[src/rtl/ar_txd_if.sv]
// ar_txd_if: host/line bundle for the ARINC 429 word transmitter.
// The master side (host) issues start with label, data and rate.
// The slave side (ar_txd) drives the line pair and the status flags.
interface ar_txd_if;
    logic        start;
    logic [7:0]  tx_adr;
    logic [22:0] tx_dat;
    logic [1:0]  speed;
    logic        out1;
    logic        out0;
    logic        busy;
    logic        done;

    modport master (
        output start, tx_adr, tx_dat, speed,
        input  out1, out0, busy, done
    );

    modport slave (
        input  start, tx_adr, tx_dat, speed,
        output out1, out0, busy, done
    );
endinterface

[src/rtl/ar_txd.sv]
// ar_txd: ARINC 429 word transmitter.
// On an accepted start it latches label, data and slot length. It sends
// 32 return-to-zero bits on out1/out0: label MSB first, then data LSB
// first, then odd parity. It holds the line null for the inter-word gap,
// then pulses done.
// Optional build macro AR_TXD_PARITY_INJ_EN adds a par_inj input. When
// par_inj is set at accept, the parity bit of that word is inverted.
module ar_txd #(
    parameter int Fclk     = 50000000,
    parameter int V100kb   = 100000,
    parameter int V50kb    = 50000,
    parameter int V12_5kb  = 12500,
    parameter int GAP_BITS = 4
) (
    input  logic    clk,
    input  logic    rst,
`ifdef AR_TXD_PARITY_INJ_EN
    input  logic    par_inj,
`endif
    ar_txd_if.slave bus
);

    // Slot lengths in clocks for each rate.
    localparam int m100kb   = Fclk / V100kb;
    localparam int m50kb    = Fclk / V50kb;
    localparam int m12_5kb  = Fclk / V12_5kb;
    localparam int CW       = $clog2(m12_5kb) + 1;
    // The gap is counted in slots, so the slot counter never exceeds M-1.
    localparam int GAPSLOTS = 2 * GAP_BITS;
    localparam int GW       = (GAPSLOTS > 1) ? $clog2(GAPSLOTS) : 1;

    typedef enum logic [1:0] {
        S_IDLE,
        S_HIGH,
        S_LOW,
        S_GAP
    } state_t;

    state_t          state_q,   state_d;
    logic [CW-1:0]   slot_q,    slot_d;
    logic [CW-1:0]   m_q,       m_d;
    logic [5:0]      bit_cnt_q, bit_cnt_d;
    logic [GW-1:0]   gap_q,     gap_d;
    logic [31:0]     sr_q,      sr_d;
    logic            out1_q,    out1_d;
    logic            out0_q,    out0_d;
    logic            busy_q,    busy_d;
    logic            done_q,    done_d;

    logic [31:0]     word_in;
    logic            par_flip;
    logic [CW-1:0]   m_sel;
    logic            slot_last;

    // Assemble the word in transmit order; sr[31] goes out first.
    always_comb begin
        par_flip = 1'b0;
`ifdef AR_TXD_PARITY_INJ_EN
        par_flip = par_inj;
`endif
        word_in[31:24] = bus.tx_adr;
        for (int k = 0; k < 23; k++) begin
            word_in[23-k] = bus.tx_dat[k];
        end
        word_in[0] = ~^{bus.tx_adr, bus.tx_dat} ^ par_flip;
    end

    // Map the requested rate to a slot length; zero marks an illegal rate.
    always_comb begin
        case (bus.speed)
            2'd1:    m_sel = CW'(m12_5kb);
            2'd2:    m_sel = CW'(m50kb);
            2'd3:    m_sel = CW'(m100kb);
            default: m_sel = '0;
        endcase
    end

    assign slot_last = (slot_q == m_q - CW'(1));

    // Next-state and next-output logic for the transmit sequencer.
    always_comb begin
        // NOTE: every _d gets a hold value first so no path leaves it
        // unassigned; otherwise synthesis infers a latch.
        state_d   = state_q;
        slot_d    = slot_q;
        m_d       = m_q;
        bit_cnt_d = bit_cnt_q;
        gap_d     = gap_q;
        sr_d      = sr_q;
        out1_d    = out1_q;
        out0_d    = out0_q;
        busy_d    = busy_q;
        done_d    = 1'b0;

        case (state_q)
            S_IDLE: begin
                slot_d    = '0;
                bit_cnt_d = '0;
                gap_d     = '0;
                out1_d    = 1'b0;
                out0_d    = 1'b0;
                busy_d    = 1'b0;
                if (bus.start && (bus.speed != 2'd0)) begin
                    state_d = S_HIGH;
                    m_d     = m_sel;
                    sr_d    = word_in;
                    out1_d  = word_in[31];
                    out0_d  = ~word_in[31];
                    busy_d  = 1'b1;
                end
            end

            S_HIGH: begin
                if (slot_last) begin
                    state_d   = S_LOW;
                    slot_d    = '0;
                    bit_cnt_d = bit_cnt_q + 6'd1;
                    sr_d      = {sr_q[30:0], 1'b0};
                    out1_d    = 1'b0;
                    out0_d    = 1'b0;
                end else begin
                    slot_d = slot_q + CW'(1);
                end
            end

            S_LOW: begin
                if (slot_last) begin
                    slot_d = '0;
                    if (bit_cnt_q == 6'd32) begin
                        state_d = S_GAP;
                        gap_d   = '0;
                    end else begin
                        state_d = S_HIGH;
                        out1_d  = sr_q[31];
                        out0_d  = ~sr_q[31];
                    end
                end else begin
                    slot_d = slot_q + CW'(1);
                end
            end

            S_GAP: begin
                if (slot_last) begin
                    slot_d = '0;
                    if (gap_q == GW'(GAPSLOTS - 1)) begin
                        state_d = S_IDLE;
                        busy_d  = 1'b0;
                        done_d  = 1'b1;
                    end else begin
                        gap_d = gap_q + GW'(1);
                    end
                end else begin
                    slot_d = slot_q + CW'(1);
                end
            end

            default: begin
                state_d = S_IDLE;
                out1_d  = 1'b0;
                out0_d  = 1'b0;
                busy_d  = 1'b0;
            end
        endcase
    end

    // State and registered outputs; reset nulls the line at once.
    always_ff @(posedge clk or posedge rst) begin
        if (rst) begin
            state_q   <= S_IDLE;
            slot_q    <= '0;
            m_q       <= '0;
            bit_cnt_q <= '0;
            gap_q     <= '0;
            sr_q      <= '0;
            out1_q    <= 1'b0;
            out0_q    <= 1'b0;
            busy_q    <= 1'b0;
            done_q    <= 1'b0;
        end else begin
            // NOTE: non-blocking updates make all flops see pre-edge values.
            state_q   <= state_d;
            slot_q    <= slot_d;
            m_q       <= m_d;
            bit_cnt_q <= bit_cnt_d;
            gap_q     <= gap_d;
            sr_q      <= sr_d;
            out1_q    <= out1_d;
            out0_q    <= out0_d;
            busy_q    <= busy_d;
            done_q    <= done_d;
        end
    end

    assign bus.out1 = out1_q;
    assign bus.out0 = out0_q;
    assign bus.busy = busy_q;
    assign bus.done = done_q;

endmodule

[src/flat_wrapper.sv]
// flat-port wrapper written by rule: the top's interface ports become plain ports
module ar_txd_flat 
#(
    parameter int Fclk     = 50000000,
    parameter int V100kb   = 100000,
    parameter int V50kb    = 50000,
    parameter int V12_5kb  = 12500,
    parameter int GAP_BITS = 4
)
  (clk, rst, bus_start, bus_tx_adr, bus_tx_dat, bus_speed, bus_out1, bus_out0, bus_busy, bus_done);
  ar_txd_if bus_i ();
  input  logic clk;
  input  logic rst;
  input wire logic [$bits(bus_i.start)-1:0] bus_start;
  input wire logic [$bits(bus_i.tx_adr)-1:0] bus_tx_adr;
  input wire logic [$bits(bus_i.tx_dat)-1:0] bus_tx_dat;
  input wire logic [$bits(bus_i.speed)-1:0] bus_speed;
  output wire logic [$bits(bus_i.out1)-1:0] bus_out1;
  output wire logic [$bits(bus_i.out0)-1:0] bus_out0;
  output wire logic [$bits(bus_i.busy)-1:0] bus_busy;
  output wire logic [$bits(bus_i.done)-1:0] bus_done;
  assign bus_i.start = bus_start;
  assign bus_i.tx_adr = bus_tx_adr;
  assign bus_i.tx_dat = bus_tx_dat;
  assign bus_i.speed = bus_speed;
  assign bus_out1 = bus_i.out1;
  assign bus_out0 = bus_i.out0;
  assign bus_busy = bus_i.busy;
  assign bus_done = bus_i.done;
  ar_txd #(.Fclk(Fclk), .V100kb(V100kb), .V50kb(V50kb), .V12_5kb(V12_5kb), .GAP_BITS(GAP_BITS)) u_core (.clk(clk), .rst(rst), .bus(bus_i));
endmodule
[config.mk]
export PLATFORM = sky130hd
export DESIGN_NAME = ar_txd_flat
export DESIGN_NICKNAME = d
export VERILOG_FILES = /design/src/rtl/ar_txd_if.sv /design/src/rtl/ar_txd.sv /design/src/flat_wrapper.sv
export SDC_FILE = /design/constraint.sdc
export NUM_CORES = 1
export LEC_CHECK = 0
export ABC_AREA = 1
export BUFFER_PORTS_ARGS = -buffer_cell sky130_fd_sc_hd__buf_2
export CAP_MARGIN = 20
export CORE_AREA = 2 2 126 128
export CTS_CLUSTER_SIZE = 12
export DETAILED_ROUTE_END_ITERATION = 16
export DIE_AREA = 0 0 128 130
export HOLD_SLACK_MARGIN = 0.12
export SLEW_MARGIN = 20
export SYNTH_ARGS = -nofsm -noshare
export SYNTH_HDL_FRONTEND = slang
export SYNTH_SLANG_ARGS = --single-unit
[constraint.sdc]
create_clock -name clk -period 3.7 [get_ports clk]
set_clock_uncertainty 0.05 [all_clocks]
set_input_delay 0.185 -clock clk [delete_from_list [all_inputs] [get_ports clk]]
set_output_delay 0.185 -clock clk [all_outputs]
set_load 0.01 [all_outputs]
==> qor.txt, run 1 <==
status = finished clean
worst slew pin tran = 0.851 ns
top-count cell post-synth = nand2_1
fill count = 1650
Hold Path Class = in -> reg
Crit. End Element = register
H-tree levels = 3
Arr. time, crit path = 2.54 ns
IO Pins = 40
DP HPWL = 6.60 mm
Port-buffer cells = 39
Clock Sinks = 66
post-layout minimum cycle time = 2.33 ns
FF/Latch Area = 0.00165 mm2
P_leak = 0.00261 uW
Max clock buf depth = 2
Final setup viols = 0
CP peak stage delay = 0.41 ns
prevailing post-synth register cell = dfrtp_1
CP delay by family, top = simple AND/OR/NAND/NOR gates
PwrDens = 722 mW/mm2
sequential share of the synthesized area = 0.369
Final WS setup = 1.37 ns
Avg Cell Area, Syn = 7.41 um2
Rel. slew slack = 0.432
post-detailed-route wirelength per cell = 10.4 um
critical-path maximum fanout = 63
CTS root buffer = clkbuf_16
DRC = 0
Total Wirelength = 8.78 mm
Yosys cell types = 29
Final period util = 0.629
post-route cell area = 0.00516 mm2
Crit Path Category = reg -> reg
CP dominant cell by count = nand2_1
Finished Core Util = 0.335
Synth Register Bits = 66
total core area = 0.0154 mm2
GR Overflow Total = 0
Mapped Cells = 604
Site Rows = 46
worst-path cell chain = inv_1 > ha_1 > nand2_2 > nor2_2 > nand2_2 > nand2_1 > nand2_1 > nand2_1 > nor2_2 > nand3_4 > nand2_4 > nand3_4 > buf_12 > nand2_1 > o21ai_2
fin. max-slew vios = 0
via count = 3648
Place WS = 1.40 ns
Achievable Freq = 0.429 GHz
share of the synthesized area in the top cell type = 0.369
Setup Total Neg Slack = 0 ns
VDD IR max = 474 uV
Routed Antenna Nets = 0
Critical Path Source Type = register
Post-CTS Setup Repair Bufs = 0
clk_lat worst skew = 0.33 ns
Die Y = 130 um
first-pass GRT wire length = 15.3 mm
Initial Util = 0.290
ANT cells = 0
YS warnings = 0
area occupied by multi-input gates = 0.00248 mm2
number of global-route vias before repair = 3341
largest net degree at the start of global routing = 64
area of the die = 0.0166 mm2
initial DRC count = 214
asr flop ratio synth = 1.00
Total Power = 3730 uW
dominant cell type by area after synthesis = dfrtp_1
Req. time, crit path = 3.91 ns
most frequent cells after synthesis = nand2_1, dfrtp_1, inv_1
post-synth design cell area = 0.00448 mm2
clock-pin slew on the worst setup and hold paths = 0.05 ns
fin nets = 697
GP Congestion = 0.808
CP max stage cell = dfrtp_1
Num CTS Buffers = 9
placed instance area = 0.00485 mm2
layout cells sized above 1 = 0.214
synth top area cells = dfrtp_1, nand2_1, o21ai_2, inv_1, nand2_2
Horiz. Die Dim = 128 um
DRT Pass-1 Iters = 4
EDFF count, synth = 0
worst path bufs/invs = 2
Layout area overhead = 15.3%
Max-cap violations = 0
GR Util All Layers = 0.113
RSZ-0062 raised after global routing = no
Hold Fails Final Rpt = 0
initial antenna violation count = 0
DR vias/cell = 4.33
CTS tree = built
Post-Syn Nets = 656
## power breakdown
group          switching (uW)  internal (uW)
sequential                194            989
combinational            1060            620
clock                     302            557
## final timing paths
| check | start | endpoint | slack [ns] | cells past startpoint |
|---|---|---|---|---|
| max in group asynchronous | rst | u_core.bit_cnt_q[3]$_DFFE_PP0P_ | 2.19 | 4 |
| min in group asynchronous | rst | u_core.slot_q[3]$_DFF_PP0_ | 0.53 | 3 |
| setup reg to reg | u_core.m_q[4]$_DFFE_PP0P_ | u_core.sr_q[15]$_DFFE_PP0P_ | 1.37 | 15 |
| setup / recovery | u_core.m_q[4]$_DFFE_PP0P_ | u_core.sr_q[15]$_DFFE_PP0P_ | 1.37 | 15 |
| hold reg to reg | u_core.slot_q[0]$_DFF_PP0_ | u_core.slot_q[0]$_DFF_PP0_ | 0.41 | 1 |
| hold / removal | bus_tx_adr[3] | u_core.sr_q[27]$_DFFE_PP0P_ | 0.14 | 3 |
## metal layers
layer,share of wire,GRT usage
met5,0,0
met4,0.010,0.0278
met3,0.037,0.0316
met2,0.44,0.181
met1,0.51,0.153
## what timing repair did
action / 4_1_cts / 5_1_grt
endpoints found under the hold margin: 39 / 0
hold buffers: 1 / 0
gates resized for setup: 0 / 0
## flip-flops by register name (all words and copies together), names as in the netlist
| name | cells |
|---|---|
| u_core.sr_q | 32 |
| u_core.slot_q | 13 |
| u_core.bit_cnt_q | 6 |
| u_core.m_q | 6 |
| u_core.gap_q | 3 |
| u_core.state_q | 2 |
| u_core.bus.busy | 1 |
| u_core.bus.done | 1 |
| u_core.bus.out0 | 1 |
| u_core.bus.out1 | 1 |
## worst register-to-register path, cell delays in order, from the launching register on
cell	delay [ns]
dfrtp_1	0.41
inv_1	0.15
ha_1	0.30
nand2_2	0.11
nor2_2	0.12
nand2_2	0.08
nand2_1	0.06
nand2_1	0.04
nand2_1	0.06
nor2_2	0.05
nand3_4	0.12
nand2_4	0.08
nand3_4	0.08
buf_12	0.34
nand2_1	0.13
o21ai_2	0.07
## metrics by stage
step | hold slack (ns) | instances
4_1_cts | 0.145 | 842
5_1_grt | 0.149 | 842
3_3_place_gp | 0.372 | 825
3_5_place_dp | 0.379 | 825
6_report | 0.144 | 842
2_1_floorplan | 0.343 | 604
## layout by cell type, fill, tap and decap left out
cell / synthesis / routed
a21oi_1: 3 / 3
clkinv_2: 0 / 1
o21ai_1: 7 / 7
nor3b_1: 1 / 1
o21ai_0: 32 / 32
nand2_1: 210 / 210
or2_2: 5 / 5
bufinv_16: 0 / 1
dlygate4sd3_1: 0 / 1
nor3_1: 9 / 9
nor2_4: 2 / 2
buf_4: 0 / 3
o21ai_2: 31 / 31
clkbuf_8: 0 / 2
buf_2: 2 / 39
nand2_2: 33 / 33
dfrtp_1: 66 / 66
o211ai_1: 1 / 1
nor2_1: 41 / 41
xor2_1: 11 / 11
nand3_4: 2 / 2
buf_12: 0 / 1
mux2i_1: 12 / 12
a31oi_1: 4 / 4
ha_1: 16 / 16
clkbuf_16: 0 / 9
xnor2_1: 8 / 8
nand4_1: 3 / 3
nand3_1: 24 / 24
clkbuf_1: 5 / 1
inv_1: 62 / 61
nand2_4: 1 / 1
nor2_2: 3 / 3
nand3_2: 2 / 2
inv_2: 1 / 2
clkinvlp_4: 0 / 2
## cell families (layout without fill, tap and decap cells)
| family | count (synthesis) | in the layout | synth area share |
|---|---|---|---|
| compound gates | 78 | 78 | 0.115 |
| xor+xnor | 19 | 19 | 0.0372 |
| buf+inv | 77 | 123 | 0.0769 |
| fa+ha+maj | 16 | 16 | 0.0447 |
| simple gates | 336 | 336 | 0.330 |
| flops | 66 | 66 | 0.369 |
| mux | 12 | 12 | 0.0268 |
## cell type report
| cell class | count | area share |
|---|---|---|
| Timing Repair Buffer | 44 | 0.0480 |
| Tap cell | 192 | 0.0465 |
| Sequential cell | 66 | 0.320 |
| Clock buffer | 12 | 0.0497 |
| Multi-Input combinational cell | 461 | 0.480 |
| Inverter | 63 | 0.0458 |
| Clock inverter | 4 | 0.00969 |
Power figures use the tool's default switching activity.
==> inputs of run 2 (changes only) <==
--- a/config.mk
+++ b/config.mk
@@ -5,13 +5,13 @@
 export SDC_FILE = /design/constraint.sdc
 export NUM_CORES = 1
 export LEC_CHECK = 0
-export ABC_AREA = 1
+export ABC_AREA = 0
 export BUFFER_PORTS_ARGS = -buffer_cell sky130_fd_sc_hd__buf_2
 export CAP_MARGIN = 20
-export CORE_AREA = 2 2 126 128
+export CORE_AREA = 2 2 119 121
 export CTS_CLUSTER_SIZE = 12
 export DETAILED_ROUTE_END_ITERATION = 16
-export DIE_AREA = 0 0 128 130
+export DIE_AREA = 0 0 121 123
 export HOLD_SLACK_MARGIN = 0.12
 export SLEW_MARGIN = 20
 export SYNTH_ARGS = -nofsm -noshare
==> constraint.sdc (replaced) <==
create_clock -name clk -period 2 [get_ports clk]
set_clock_uncertainty 0.05 [all_clocks]
set_input_delay 0.1 -clock clk [delete_from_list [all_inputs] [get_ports clk]]
set_output_delay 0.1 -clock clk [all_outputs]
set_load 0.01 [all_outputs]
==> run 2 against run 1 <==
Net effect: sequential share of layout area decreased by 1.5 points; clock power increased by 89%; hold slack got worse by 0.019 ns; the run now ends with setup timing left; wire length increased by 1.9%; combinational power decreased by 79%.
==> qor.txt, run 2 <==
fin nets = 505
Rel. slew slack = 0.687
synth top area cells = dfrtp_1, mux2_2, xnor2_1, ha_1, xor2_1
CP peak stage delay = 0.43 ns
GR Overflow Total = 0
Achievable Freq = 0.369 GHz
Port-buffer cells = 39
non-filler instance count after layout = 637
EDFF count, synth = 0
Final period util = 1.36
Req. time, crit path = 2.16 ns
number of global-route vias before repair = 3134
clock-pin slew on the worst setup and hold paths = 0.05 ns
worst-path cell chain = inv_2 > ha_4 > nor3b_4 > or4_4 > a211oi_4 > nand4_2 > a211oi_4 > buf_4 > clkbuf_16 > mux2_2
first-pass GRT wire length = 15.0 mm
initial DRC count = 101
worst r2r dst = u_core.sr_q[7]$_DFFE_PP0P_
largest net degree at the start of global routing = 67
Place WS = -0.724 ns
Final WS setup = -0.712 ns
Total Wirelength = 8.95 mm
met3 WL = 215 um
reg2reg start = u_core.m_q[3]$_DFFE_PP0P_
IO Pins = 40
Net Sw Frac = 0.216
Num CTS Buffers = 9
post-synth design cell area = 0.00398 mm2
Initial Util = 0.292
failing checks = setup timing
DP HPWL = 6.14 mm
highest routed layer = met4
Horiz. Die Dim = 121 um
post-layout minimum cycle time = 2.71 ns
FF/Latch Area = 0.00165 mm2
GP Congestion = 0.806
Arr. time, crit path = 2.88 ns
layout cells sized above 1 = 0.405
DR vias/cell = 4.70
total core area = 0.0136 mm2
initial antenna violation count = 0
Clock Sinks = 66
Crit path depth = 10
clock power share = 0.481
CP delay by family, top = simple AND/OR/NAND/NOR gates
dominant cell type by area after synthesis = dfrtp_1
YS warnings = 0
ANT cells = 0
Layout area overhead = 36.1%
asr flop ratio synth = 1.00
Crit. End Element = register
share of the synthesized area in the top cell type = 0.415
CTS tree = built
CP dominant cell by count = a211oi_4
reg2reg setup slack = -0.71 ns
H-tree levels = 3
Synth Register Bits = 66
Mapped Cells = 357
number of cells on the worst hold path = 3
Hold Fails Final Rpt = 0
DRC = 0
PwrDens = 621 mW/mm2
R2R cell count = 10
Post-Syn Nets = 409
Max clock buf depth = 2
critical-path maximum fanout = 8
met2 WL = 4.63 mm
worst slew pin tran = 0.466 ns
Die Y = 123 um
Total Power = 3360 uW
most frequent cells after synthesis = mux2_2, dfrtp_1, xnor2_1
worst path bufs/invs = 3
combinational fraction of design power = 0.107
CP max stage cell = or4_4
fill count = 1320
top-count cell post-synth = mux2_2
area of the die = 0.0149 mm2
post-detailed-route wirelength per cell = 14.0 um
wire length on met1 = 3.96 mm
sequential share of the synthesized area = 0.415
Critical Path Source Type = register
P_leak = 0.00250 uW
Hold Path End = u_core.sr_q[22]$_DFFE_PP0P_
Final setup viols = 60
Max-cap violations = 0
Hold Path Class = in -> reg
Reg with most FFs = u_core.sr_q
Routed Antenna Nets = 0
prevailing post-synth register cell = dfrtp_1
DRT Pass-1 Iters = 4
RSZ-0062 raised after global routing = yes
via count = 2993
Crit Path Category = reg -> reg
Seq pwr share = 0.412
fin. max-slew vios = 0
Yosys cell types = 49
area occupied by multi-input gates = 0.00235 mm2
VDD IR max = 420 uV
CTS root buffer = clkbuf_16
P_int = 2640 uW
commonest non-fill, non-tap cells in the layout = dfrtp_1, mux2_2, buf_2
status = complete, but fails checks
max reg flops = 32
hold path start = bus_tx_dat[1]
GR Util All Layers = 0.127
clk_lat worst skew = 0.33 ns
net load switching power = 727 uW
Avg Cell Area, Syn = 11.1 um2
Site Rows = 43
largest registers = u_core.sr_q: 32 flops, u_core.slot_q: 13 flops
commonest non-fill, non-tap cell in the layout = dfrtp_1
Placed Cells = 597
==> run 2: cell types whose count changed after synthesis, moves of 6 or more <==
cell | before | now
mux2i_1 | 12 | 1
nand2_1 | 210 | 9
xnor2_1 | 8 | 33
nor2_1 | 41 | 19
nor3_1 | 9 | 3
nand2_2 | 33 | 0
mux2_2 | 0 | 69
o21ai_2 | 31 | 0
and3_1 | 0 | 10
inv_1 | 62 | 19
nand3_1 | 24 | 13
o21ai_0 | 32 | 10
o21ai_1 | 7 | 0
==> run 2: final cells by class <==
class / instances / area share
clock inverter: 2 / 0.00647
clock buffer: 13 / 0.0499
tap: 180 / 0.0416
inverter: 19 / 0.0132
timing repair buffer: 100 / 0.150
sequential: 66 / 0.305
multi-input combinational: 257 / 0.433
==> run 2: how the worst max path moves through the flow <==
stage	startpoint	end	slack, ns
4_1_cts	u_core.m_q[3]$_DFFE_PP0P_	u_core.sr_q[29]$_DFFE_PP0P_	-0.71
2_1_floorplan	u_core.m_q[4]$_DFFE_PP0P_	u_core.sr_q[10]$_DFFE_PP0P_	-0.67
6_report	u_core.m_q[3]$_DFFE_PP0P_	u_core.sr_q[7]$_DFFE_PP0P_	-0.71
5_1_grt	u_core.m_q[3]$_DFFE_PP0P_	u_core.sr_q[13]$_DFFE_PP0P_	-0.80
3_5_place_dp	u_core.m_q[3]$_DFFE_PP0P_	u_core.sr_q[26]$_DFFE_PP0P_	-0.72
3_3_place_gp	u_core.m_q[3]$_DFFE_PP0P_	u_core.sr_q[5]$_DFFE_PP0P_	-0.63
==> run 2: repair_timing <==
item                                   in CTS  in global routing
pin swaps                                   7                  4
cloned                                      1                  2
gates resized for setup                    12                 26
endpoints found under the hold margin      82                  0
hold buffers                               17                  0
setup endpoints to repair                  60                 60
buffers inserted                            8                  3
==> run 2: stage by stage <==
stage               utilization  TNS [ns]  hold WS (ns)  instance area (um2)
detailed placement        0.344    -35.00         0.153                 4680
finish                    0.398    -34.45         0.125                 5410
CTS                       0.387    -34.08         0.120                 5260
global route              0.398    -40.55         0.128                 5410
global placement          0.344    -30.52         0.151                 4680
floorplan                     -    -27.57         0.323                 4040
==> run 2: power by group through the flow <==
| stage | registers (uW) | clock network [uW] | logic (uW) |
|---|---|---|---|
| floorplan | 1400 | 0 | 236 |
| global placement | 1410 | 0 | 328 |
| detailed placement | 1410 | 0 | 333 |
| CTS | 1380 | 1650 | 362 |
| global route | 1390 | 1720 | 397 |
| finish | 1390 | 1620 | 361 |
==> run 2: metal layers <==
metal / vias up / track usage
met1: 1483 / 0.155
met3: 12 / 0.0272
met5: - / 0
met2: 41 / 0.224
met4: 0 / 0.0422
li1: 1457 / -
==> run 2: kinds of logic after synthesis <==
kind of cell / count (synthesis) / share of synthesized area
buffers and inverters: 34 / 0.0384
adder cells (fa/ha/maj): 16 / 0.0503
AO/OA/AOI/OAI: 40 / 0.0752
flip-flops: 66 / 0.415
XOR/XNOR: 49 / 0.108
AND/OR/NAND/NOR: 82 / 0.115
multiplexers: 70 / 0.198
==> run 2: tightest hold or removal path, cell delays in order <==
cell and delay, ns:
buf_2 0.10, mux2_2 0.14, mux2_2 0.13
